==> src/rtl/gate_exerciser_if.sv <==
// Signal bundle between the gate exerciser and the gate library / run controller.
// The master modport is the exerciser side; slave is the library plus run controller.
interface gate_exerciser_if;
  logic       start;
  logic       a;
  logic       b;
  logic [6:0] obs;
  logic       busy;
  logic       done;
  logic       pass;
  logic [3:0] err_count;
  logic [1:0] first_err_vec;
  logic [6:0] first_err_mask;

  modport master (
    input  start, obs,
    output a, b, busy, done, pass, err_count, first_err_vec, first_err_mask
  );

  modport slave (
    output start, obs,
    input  a, b, busy, done, pass, err_count, first_err_vec, first_err_mask
  );
endinterface

==> src/rtl/gate_exerciser.sv <==
// Sweeps all {a,b} combinations into the gate library and checks the seven outputs,
// reporting error count, pass flag and the first failing vector/mask.
module gate_exerciser #(
  parameter int unsigned SETTLE_CYCLES = 1,
  parameter int unsigned PASSES        = 1
) (
  input logic             clk,
  input logic             rst,
  gate_exerciser_if.master bus
);

  typedef enum logic [2:0] {StIdle, StDrive, StWait, StCheck, StDone} state_e;

  localparam logic [3:0] WaitLoad = (SETTLE_CYCLES == 0) ? 4'd0 : 4'(SETTLE_CYCLES - 1);
  localparam logic [2:0] LastPass = 3'(PASSES - 1);

  state_e     state_q, state_d;
  logic [1:0] vec_q, vec_d;
  logic [2:0] pidx_q, pidx_d;
  logic [3:0] wcnt_q, wcnt_d;
  logic [3:0] err_q, err_d;
  logic [1:0] fvec_q, fvec_d;
  logic [6:0] fmask_q, fmask_d;
  logic       pass_q, pass_d;
  logic       a_q, a_d, b_q, b_d;
  logic       busy_q, busy_d;
  logic       done_q, done_d;
  logic [6:0] expected;
  logic [6:0] mask;

  // Bit order matches obs: AND, OR, NAND, NOR, NOT(a), XOR, XNOR.
  assign expected = {~(a_q ^ b_q), a_q ^ b_q, ~a_q, ~(a_q | b_q), ~(a_q & b_q),
                     a_q | b_q, a_q & b_q};
  assign mask = bus.obs ^ expected;

  always_comb begin
    state_d = state_q;
    vec_d   = vec_q;
    pidx_d  = pidx_q;
    wcnt_d  = wcnt_q;
    err_d   = err_q;
    fvec_d  = fvec_q;
    fmask_d = fmask_q;
    pass_d  = pass_q;
    unique case (state_q)
      StIdle: begin
        if (bus.start) begin
          state_d = StDrive;
          vec_d   = 2'd0;
          pidx_d  = 3'd0;
          err_d   = 4'd0;
          pass_d  = 1'b0;
          fvec_d  = 2'd0;
          fmask_d = 7'd0;
        end
      end
      StDrive: begin
        wcnt_d  = WaitLoad;
        state_d = (SETTLE_CYCLES == 0) ? StCheck : StWait;
      end
      StWait: begin
        if (wcnt_q == 4'd0) state_d = StCheck;
        else                wcnt_d  = wcnt_q - 4'd1;
      end
      StCheck: begin
        if (mask != 7'd0) begin
          if (err_q != 4'd15) err_d = err_q + 4'd1;
          // A saturating counter never returns to zero, so zero means no earlier failure.
          if (err_q == 4'd0) begin
            fvec_d  = vec_q;
            fmask_d = mask;
          end
        end
        if (vec_q == 2'b11) pidx_d = pidx_q + 3'd1;
        if (vec_q == 2'b11 && pidx_q == LastPass) begin
          state_d = StDone;
          pass_d  = (err_d == 4'd0);
        end else begin
          vec_d   = vec_q + 2'd1;
          state_d = StDrive;
        end
      end
      StDone:  state_d = StIdle;
      default: state_d = StIdle;
    endcase
  end

  // Outputs are computed from the next state so they are valid in the cycle they belong to.
  always_comb begin
    a_d    = a_q;
    b_d    = b_q;
    busy_d = (state_d != StIdle);
    done_d = (state_d == StDone);
    if (state_d == StIdle) begin
      a_d = 1'b0;
      b_d = 1'b0;
    end else if (state_d == StDrive) begin
      a_d = vec_d[1];
      b_d = vec_d[0];
    end
  end

  always_ff @(posedge clk) begin
    if (rst) begin
      state_q <= StIdle;
      vec_q   <= 2'd0;
      pidx_q  <= 3'd0;
      wcnt_q  <= 4'd0;
      err_q   <= 4'd0;
      fvec_q  <= 2'd0;
      fmask_q <= 7'd0;
      pass_q  <= 1'b0;
      a_q     <= 1'b0;
      b_q     <= 1'b0;
      busy_q  <= 1'b0;
      done_q  <= 1'b0;
    end else begin
      state_q <= state_d;
      vec_q   <= vec_d;
      pidx_q  <= pidx_d;
      wcnt_q  <= wcnt_d;
      err_q   <= err_d;
      fvec_q  <= fvec_d;
      fmask_q <= fmask_d;
      pass_q  <= pass_d;
      a_q     <= a_d;
      b_q     <= b_d;
      busy_q  <= busy_d;
      done_q  <= done_d;
    end
  end

  assign bus.a              = a_q;
  assign bus.b              = b_q;
  assign bus.busy           = busy_q;
  assign bus.done           = done_q;
  assign bus.pass           = pass_q;
  assign bus.err_count      = err_q;
  assign bus.first_err_vec  = fvec_q;
  assign bus.first_err_mask = fmask_q;

endmodule

==> src/flat_wrapper.sv <==
// flat-port wrapper written by rule: the top's interface ports become plain ports
module gate_exerciser_flat 
#(
  parameter int unsigned SETTLE_CYCLES = 1,
  parameter int unsigned PASSES        = 1
)
  (clk, rst, bus_start, bus_obs, bus_a, bus_b, bus_busy, bus_done, bus_pass, bus_err_count, bus_first_err_vec, bus_first_err_mask);
  gate_exerciser_if bus_i ();
  input logic clk;
  input logic rst;
  input wire logic [$bits(bus_i.start)-1:0] bus_start;
  input wire logic [$bits(bus_i.obs)-1:0] bus_obs;
  output wire logic [$bits(bus_i.a)-1:0] bus_a;
  output wire logic [$bits(bus_i.b)-1:0] bus_b;
  output wire logic [$bits(bus_i.busy)-1:0] bus_busy;
  output wire logic [$bits(bus_i.done)-1:0] bus_done;
  output wire logic [$bits(bus_i.pass)-1:0] bus_pass;
  output wire logic [$bits(bus_i.err_count)-1:0] bus_err_count;
  output wire logic [$bits(bus_i.first_err_vec)-1:0] bus_first_err_vec;
  output wire logic [$bits(bus_i.first_err_mask)-1:0] bus_first_err_mask;
  assign bus_i.start = bus_start;
  assign bus_i.obs = bus_obs;
  assign bus_a = bus_i.a;
  assign bus_b = bus_i.b;
  assign bus_busy = bus_i.busy;
  assign bus_done = bus_i.done;
  assign bus_pass = bus_i.pass;
  assign bus_err_count = bus_i.err_count;
  assign bus_first_err_vec = bus_i.first_err_vec;
  assign bus_first_err_mask = bus_i.first_err_mask;
  gate_exerciser #(.SETTLE_CYCLES(SETTLE_CYCLES), .PASSES(PASSES)) u_core (.clk(clk), .rst(rst), .bus(bus_i));
endmodule
==> config.mk <==
export PLATFORM = sky130hd
export DESIGN_NAME = gate_exerciser_flat
export DESIGN_NICKNAME = d
export VERILOG_FILES = /design/src/rtl/gate_exerciser_if.sv /design/src/rtl/gate_exerciser.sv /design/src/flat_wrapper.sv
export SDC_FILE = /design/constraint.sdc
export NUM_CORES = 1
export LEC_CHECK = 0
export ABC_CLOCK_PERIOD_IN_PS = 2680
export BUFFER_PORTS_ARGS = -buffer_cell sky130_fd_sc_hd__buf_2
export CAP_MARGIN = 20
export CORE_ASPECT_RATIO = 0.8
export CORE_UTILIZATION = 52
export CTS_BUF_LIST = sky130_fd_sc_hd__clkbuf_8
export DETAILED_ROUTE_END_ITERATION = 8
export GPL_TIMING_DRIVEN = 0
export PLACE_DENSITY_LB_ADDON = 0.12
export SYNTH_ARGS = -nofsm -noshare
export SYNTH_HDL_FRONTEND = slang
export SYNTH_SLANG_ARGS = --single-unit
==> constraint.sdc <==
create_clock -name clk -period 2.68 [get_ports clk]
set_input_delay 0 -clock clk [delete_from_list [all_inputs] [get_ports clk]]
set_output_delay 0 -clock clk [all_outputs]
set_load 0.02 [all_outputs]
# Word-level counts from Yosys, hierarchy flattened
# Index checks and enable logic that the tools add are counted.
# totals
input_bits	10
out_inout_bits	18
wordCells	82
reg_bits	30
# op_classes
n_eq_ne	13
n_bitwise	8
reduce_logical	17
addsub	4
n_mux	28
# op_table
op	n
$mux 7	3
$mux 4	5
$pmux 4 s2	2
$mux 3	5
$pmux 7 s2	1
$logic_not 4->1	3
$pmux 3 s4	1
$mux 2	5
$logic_not 3->1	3
$ne 2x1->1 const B	4
$pmux 2 s2	2
$reduce_bool 7->1	1
$xor 7x7->7	1
$eq 3x1->1 const B	2
$eq 3x2->1 const B	2
$pmux 3 s2	1
$reduce_and 3->1	2
$add 4x1->4 const B	1
$ne 2x2->1 const B	2
$ne 4x4->1 const B	1
$not 1->1	4
$reduce_and 2->1	2
$reduce_and 4->1	1
$reduce_bool 2->1	2
other kinds (13)	14

# Depth between registers and ports, before layout
# depth
ltp_word	9
depth_mapped	7
ltp_nobuf	7

# Least setup slack after synthesis
# No wires, ideal clock.
# synth_timing
path_kind	register to register
startpoint	register u_core.a_q, in the netlist u_core.bus.a
endpoint	register u_core.fmask_q[0], in the netlist u_core.bus.first_err_mask[0]
path_stages_with_launch	8
setup_slack_ps	607
period_less_slack_ps	2073
path_buffers	0
arrival_ps	1949
t_required_ps	2557
setup_time_ps	123
path_cell_list	dfxtp_1 inv_1 ha_1 nor3b_1 o21ai_1 o211a_1 o21ai_2 mux2_1
# synth_via
elab_chain_len	6
elab_cells_between_ends	14
cone_classes	eq/ne (1); mux (3); bitwise (8); reduce/logical (2)
# synth_lines
item	line	rtl
start: declaration	gate_exerciser.sv:25	logic a_q, a_d, b_q, b_d;
start signal: assignment	gate_exerciser.sv:113	a_q <= 1'b0;
start signal: assignment	gate_exerciser.sv:126	a_q <= a_d;
$and 1x1->1, or another cell as far along	gate_exerciser.sv:32, gate_exerciser.sv:33	
$not 1->1	gate_exerciser.sv:32	assign expected = {~(a_q ^ b_q), a_q ^ b_q, ~a_q, ~(a_q | b_q), ~(a_q & b_q),
$xor 7x7->7 (*)	gate_exerciser.sv:34	assign mask = bus.obs ^ expected;
$reduce_bool 7->1	gate_exerciser.sv:66	if (mask != 7'd0) begin
$ne 2x1->1 (no source line)	--	
$reduce_and 4->1 (no source line)	--	
end signal: assignment	gate_exerciser.sv:124	fmask_q <= fmask_d;
end: declaration	gate_exerciser.sv:23	logic [6:0] fmask_q, fmask_d;
# Mark *: on every way between the ends. The rest lies on a longest branch, timed or not. The select of a mux whose other input is x is not followed.
# A chain may end at the register's enable or synchronous reset.

# Final worst setup path
# layout_timing
startpoint	register u_core.b_q, in the netlist u_core.bus.b
endpoint	register u_core.fmask_q[3], in the netlist u_core.bus.first_err_mask[3]
# layout_via
elab_chain_len	6
elab_cells_between_ends	13
cone_classes	eq/ne (1); mux (3); bitwise (7); reduce/logical (2)
# layout_lines
item	line	rtl
start: declaration	gate_exerciser.sv:25	
start signal: assignment	gate_exerciser.sv:114	b_q <= 1'b0;
start signal: assignment	gate_exerciser.sv:127	b_q <= b_d;
$and 1x1->1, or another cell as far along	gate_exerciser.sv:32, gate_exerciser.sv:33	
$not 1->1	gate_exerciser.sv:32	
$xor 7x7->7 (*)	gate_exerciser.sv:34	
$reduce_bool 7->1 / $mux 7 (equally long branches)	gate_exerciser.sv:66, gate_exerciser.sv:69	
$ne 2x1->1 (no source line) / $mux 7 (equally long branches)	--	
$reduce_and 4->1 (no source line) / $pmux 7 s2 (equally long branches)	--	
# Marks and branches as above.

==> key figures <==
Clocking
  • CTS root buffer: clkbuf_8
  • Clk buf depth: 2
  • TritonCTS buffer count: 5
  • PostCTS Resize Cnt: 0
  • CTS clock-pin slew for the worst setup and hold paths: 0.06 ns
  • CTS Hold Bufs: 1
  • Worst skew pair latency: 0.28 ns
  • Setup Buffers After CTS: 0
  • H-tree depth: 2
  • CTS tree: done
  • Clock Sink Count: 30

Worst setup path
  • Critical path type: reg2reg
  • Setup crit start kind: flop
  • Worst Path Arrival: 2.33 ns
  • CP max FO: 4
  • Worst EP required: 2.84 ns
  • CP Capture Type: flop
  • Cell Chain, Critical Path: inv_1 > ha_1 > nor3b_1 > o21ai_1 > o211a_1 > o21ai_2 > mux2_1
  • R2r setup slk: 0.51 ns
  • CP peak stage delay: 0.41 ns
  • Slowest CP cell: dfxtp_1
  • Reg2Reg Depth: 7
  • Worst r2r dst: u_core.bus.first_err_mask[3]
  • Reg2reg start: u_core.bus.b

Timing
  • Min cycle time layout: 2.17 ns
  • Max Clk Rate: 0.460 GHz
  • Final worst path period share: 81.1%
  • Final hold vios: 0
  • Slew margin rel.: 64.9%
  • Worst-Margin Slew: 0.527 ns
  • Final TNS setup: 0 ns
  • Final setup vio count: 0
  • Slew Viols, Final: 0
  • RSZ-0062 raised after global routing: no
  • PnR worst setup slack: 0.507 ns
  • Layout Skew: 0.00781 ns

Drt
  • # DRC: 0
  • Final wirelength: 3660 µm
  • Via count: 1465
  • Detailed Routing Iterations Pass 1: 4
  • Routed len/inst: 13.9 µm
  • DRT antenna net count: 0
  • Avg Vias per Cell: 5.57
  • Initial DRC Count: 127

Power and ir drop
  • Sequential power share: 48.2%
  • Peak VDD IR: 0.000329 V
  • Switching fraction of total power: 26.1%
  • Static Leakage: 0.847 nW
  • Share of total power in the clock network: 38.6%
  • Int Power: 0.000710 W
  • Gate power share: 13.1%
  • Pwr Density: 492 nW/µm²
  • Psw: 0.000251 W

Cells and area
  • Most frequent cells in the layout: dfxtp_1 (30), buf_2 (28), nor2_1 (17)
  • Commonest non-fill, non-tap cell in the layout: dfxtp_1
  • # nets final: 243
  • Final Core Density: 67.5%
  • P&R area growth vs syn: 17.0%
  • Fraction of layout cells with a size suffix above 1: 20.9%
  • Design Area, Final: 1950 µm²
  • Number of diodes: 0

Synth
  • Sequential share of the synthesized area: 36.0%
  • Post-synth top area share: 36.0%
  • Compound-Gate Fraction of Synth Area: 13.7%
  • Adder-Cell Fraction of Synth Area: 6.75%
  • Synth Area in Simple Gates: 26.3%
  • Post-synthesis mux area share: 7.88%
  • EDFF count, synth: 0
  • Async SR Flop Fraction: 0%
  • Post-synthesis area per instance: 8.82 µm²
  • Post-Syn Area: 1670 µm²
  • Syn_nets: 208
  • Cell taking the most area after synthesis: dfxtp_1
  • Synth Instances: 189
  • #FFs+latches synth: 30
  • Synth top area cells: dfxtp_1 (36%), ha_1 (6.8%), nor3_1 (3.9%), nor2_1 (3.8%), nor2b_1 (3.8%)
  • Unique masters post-synth: 46
  • Dominant synthesized flop cell: dfxtp_1
  • Largest family of logic cells by synthesized area: simple AND/OR/NAND/NOR gates
  • Ys Warns: 0
  • XOR/XNOR Fraction of Synth Area: 5.25%

Global routing
  • First-pass GRT wire length: 6240 µm
  • Largest net degree at the start of global routing: 11
  • Vias in the first global route: 1425
  • GRT Overall Usage: 24.6%
  • Grt ovf: 0
  • Initial antenna violation count: 0

Floorplanning
  • Initial Utilization: 57.7%
  • Die X: 65.3 µm
  • Rows: 17
  • CORE AREA: 2890 µm²
  • IO Count: 28
  • Die Y: 52.7 µm
  • Full die area: 3440 µm²

Placement
  • IO buf count: 27
  • Final HPWL DP: 2750 µm
  • Placed cell area: 1850 µm²
  • GPL Wtd Cong: 0.881
  • Worst slack at placement: 0.520 ns

Flow run
  • Max_cap viols: 0

Min path
  • Worst hold start: bus_obs[5]
  • Hold crit path type: in2reg
  • Hold depth: 4
  • Min-Delay Endpoint: u_core.bus.first_err_mask[5]

Status
  • Outcome: finished, final reports clean
registers in the layout, summed over array words and instances (netlist names):
| name | flops |
|---|---|
| u_core.bus.b | 1 |
| u_core.bus.first_err_vec | 2 |
| u_core.bus.err_count | 4 |
| u_core.pidx_q | 3 |
| u_core.bus.done | 1 |
| u_core.bus.a | 1 |
| u_core.bus.first_err_mask | 7 |
| u_core.wcnt_q | 4 |
| u_core.bus.pass | 1 |
| u_core.bus.busy | 1 |
| u_core.state_q | 3 |
| u_core.vec_q | 2 |
cell families (layout without fill, tap and decap cells):
| kind of cell | after synthesis | in the layout |
|---|---|---|
| buf+inv | 18 | 54 |
| fa+ha+maj | 9 | 9 |
| mux | 11 | 11 |
| xor+xnor | 10 | 10 |
| flops | 30 | 30 |
| compound gates | 32 | 32 |
| simple gates | 79 | 79 |
worst max-delay path, delay by kind of cell (launching register included):
kind,cells,cell delay [ns]
multiplexers,1,0.36
flip-flops,1,0.41
buffers and inverters,1,0.06
adder cells (fa/ha/maj),1,0.35
AO/OA/AOI/OAI,3,0.64
AND/OR/NAND/NOR,1,0.22
routing by layer:
layer / vias up / part of all wire (%) / track usage [%] / wire length (µm)
met5: - / 0 / 0 / 0
met2: 51 / 44 / 40.0 / 1610
met4: 0 / 2.0 / 11.2 / 72
li1: 721 / - / - / -
met1: 683 / 47 / 30.8 / 1730
met3: 10 / 6.9 / 6.09 / 252
through the flow:
stage               std cells  hold slack [ns]  total power (W)
detailed placement        254            0.293         0.000596
global placement          254            0.286         0.000594
CTS                       263            0.166         0.000965
global route              263            0.227          0.00100
floorplan                 189            0.178         0.000564
finish                    263            0.165         0.000961
how the worst max path moves through the flow:
stage | startpoint | end | slack [ns]
floorplan | u_core.bus.a | u_core.bus.first_err_mask[0] | 0.61
global placement | u_core.bus.a | u_core.bus.first_err_mask[5] | 0.57
detailed placement | u_core.bus.a | u_core.bus.first_err_mask[3] | 0.52
CTS | u_core.bus.a | u_core.bus.first_err_mask[3] | 0.50
global route | u_core.bus.b | u_core.bus.first_err_mask[0] | 0.33
finish | u_core.bus.b | u_core.bus.first_err_mask[3] | 0.51
layout make-up:
| type | instances | area, µm² |
|---|---|---|
| Timing Repair Buffer | 28 | 145 |
| Sequential cell | 30 | 601 |
| Multi-Input combinational cell | 141 | 998 |
| Buffer | 6 | 23.8 |
| Fill cell | 258 | 941 |
| Clock inverter | 2 | 8.76 |
| Tap cell | 38 | 47.5 |
| Inverter | 12 | 45.0 |
| Clock buffer | 6 | 82.6 |
synth_stat cells (all sizes together) (2+ instances only):
library cell  number
mux2               8
o21a               2
nand2b             5
and3b              3
nand3b             3
a211oi             3
inv               12
or3                2
or3b               2
nor2b             10
dfxtp             30
a21o               2
ha                 9
nor3b              4
xnor2              4
clkbuf             5
nand2             12
o2bb2ai            2
o21ai              5
a31oi              3
nor2              19
mux2i              3
nand3              3
a21oi             10
xor2               6
nor3              13
power by group through the flow:
stage / Combinational, W / Sequential, W / Clock, W
after floorplan: 0.0000878 / 0.000476 / 0
after global placement: 0.000121 / 0.000472 / 0
after detailed placement: 0.000123 / 0.000473 / 0
after CTS: 0.000125 / 0.000463 / 0.000377
after global routing: 0.000140 / 0.000464 / 0.000396
final: 0.000126 / 0.000463 / 0.000371
No activity file was read; power rests on OpenSTA's default activity.
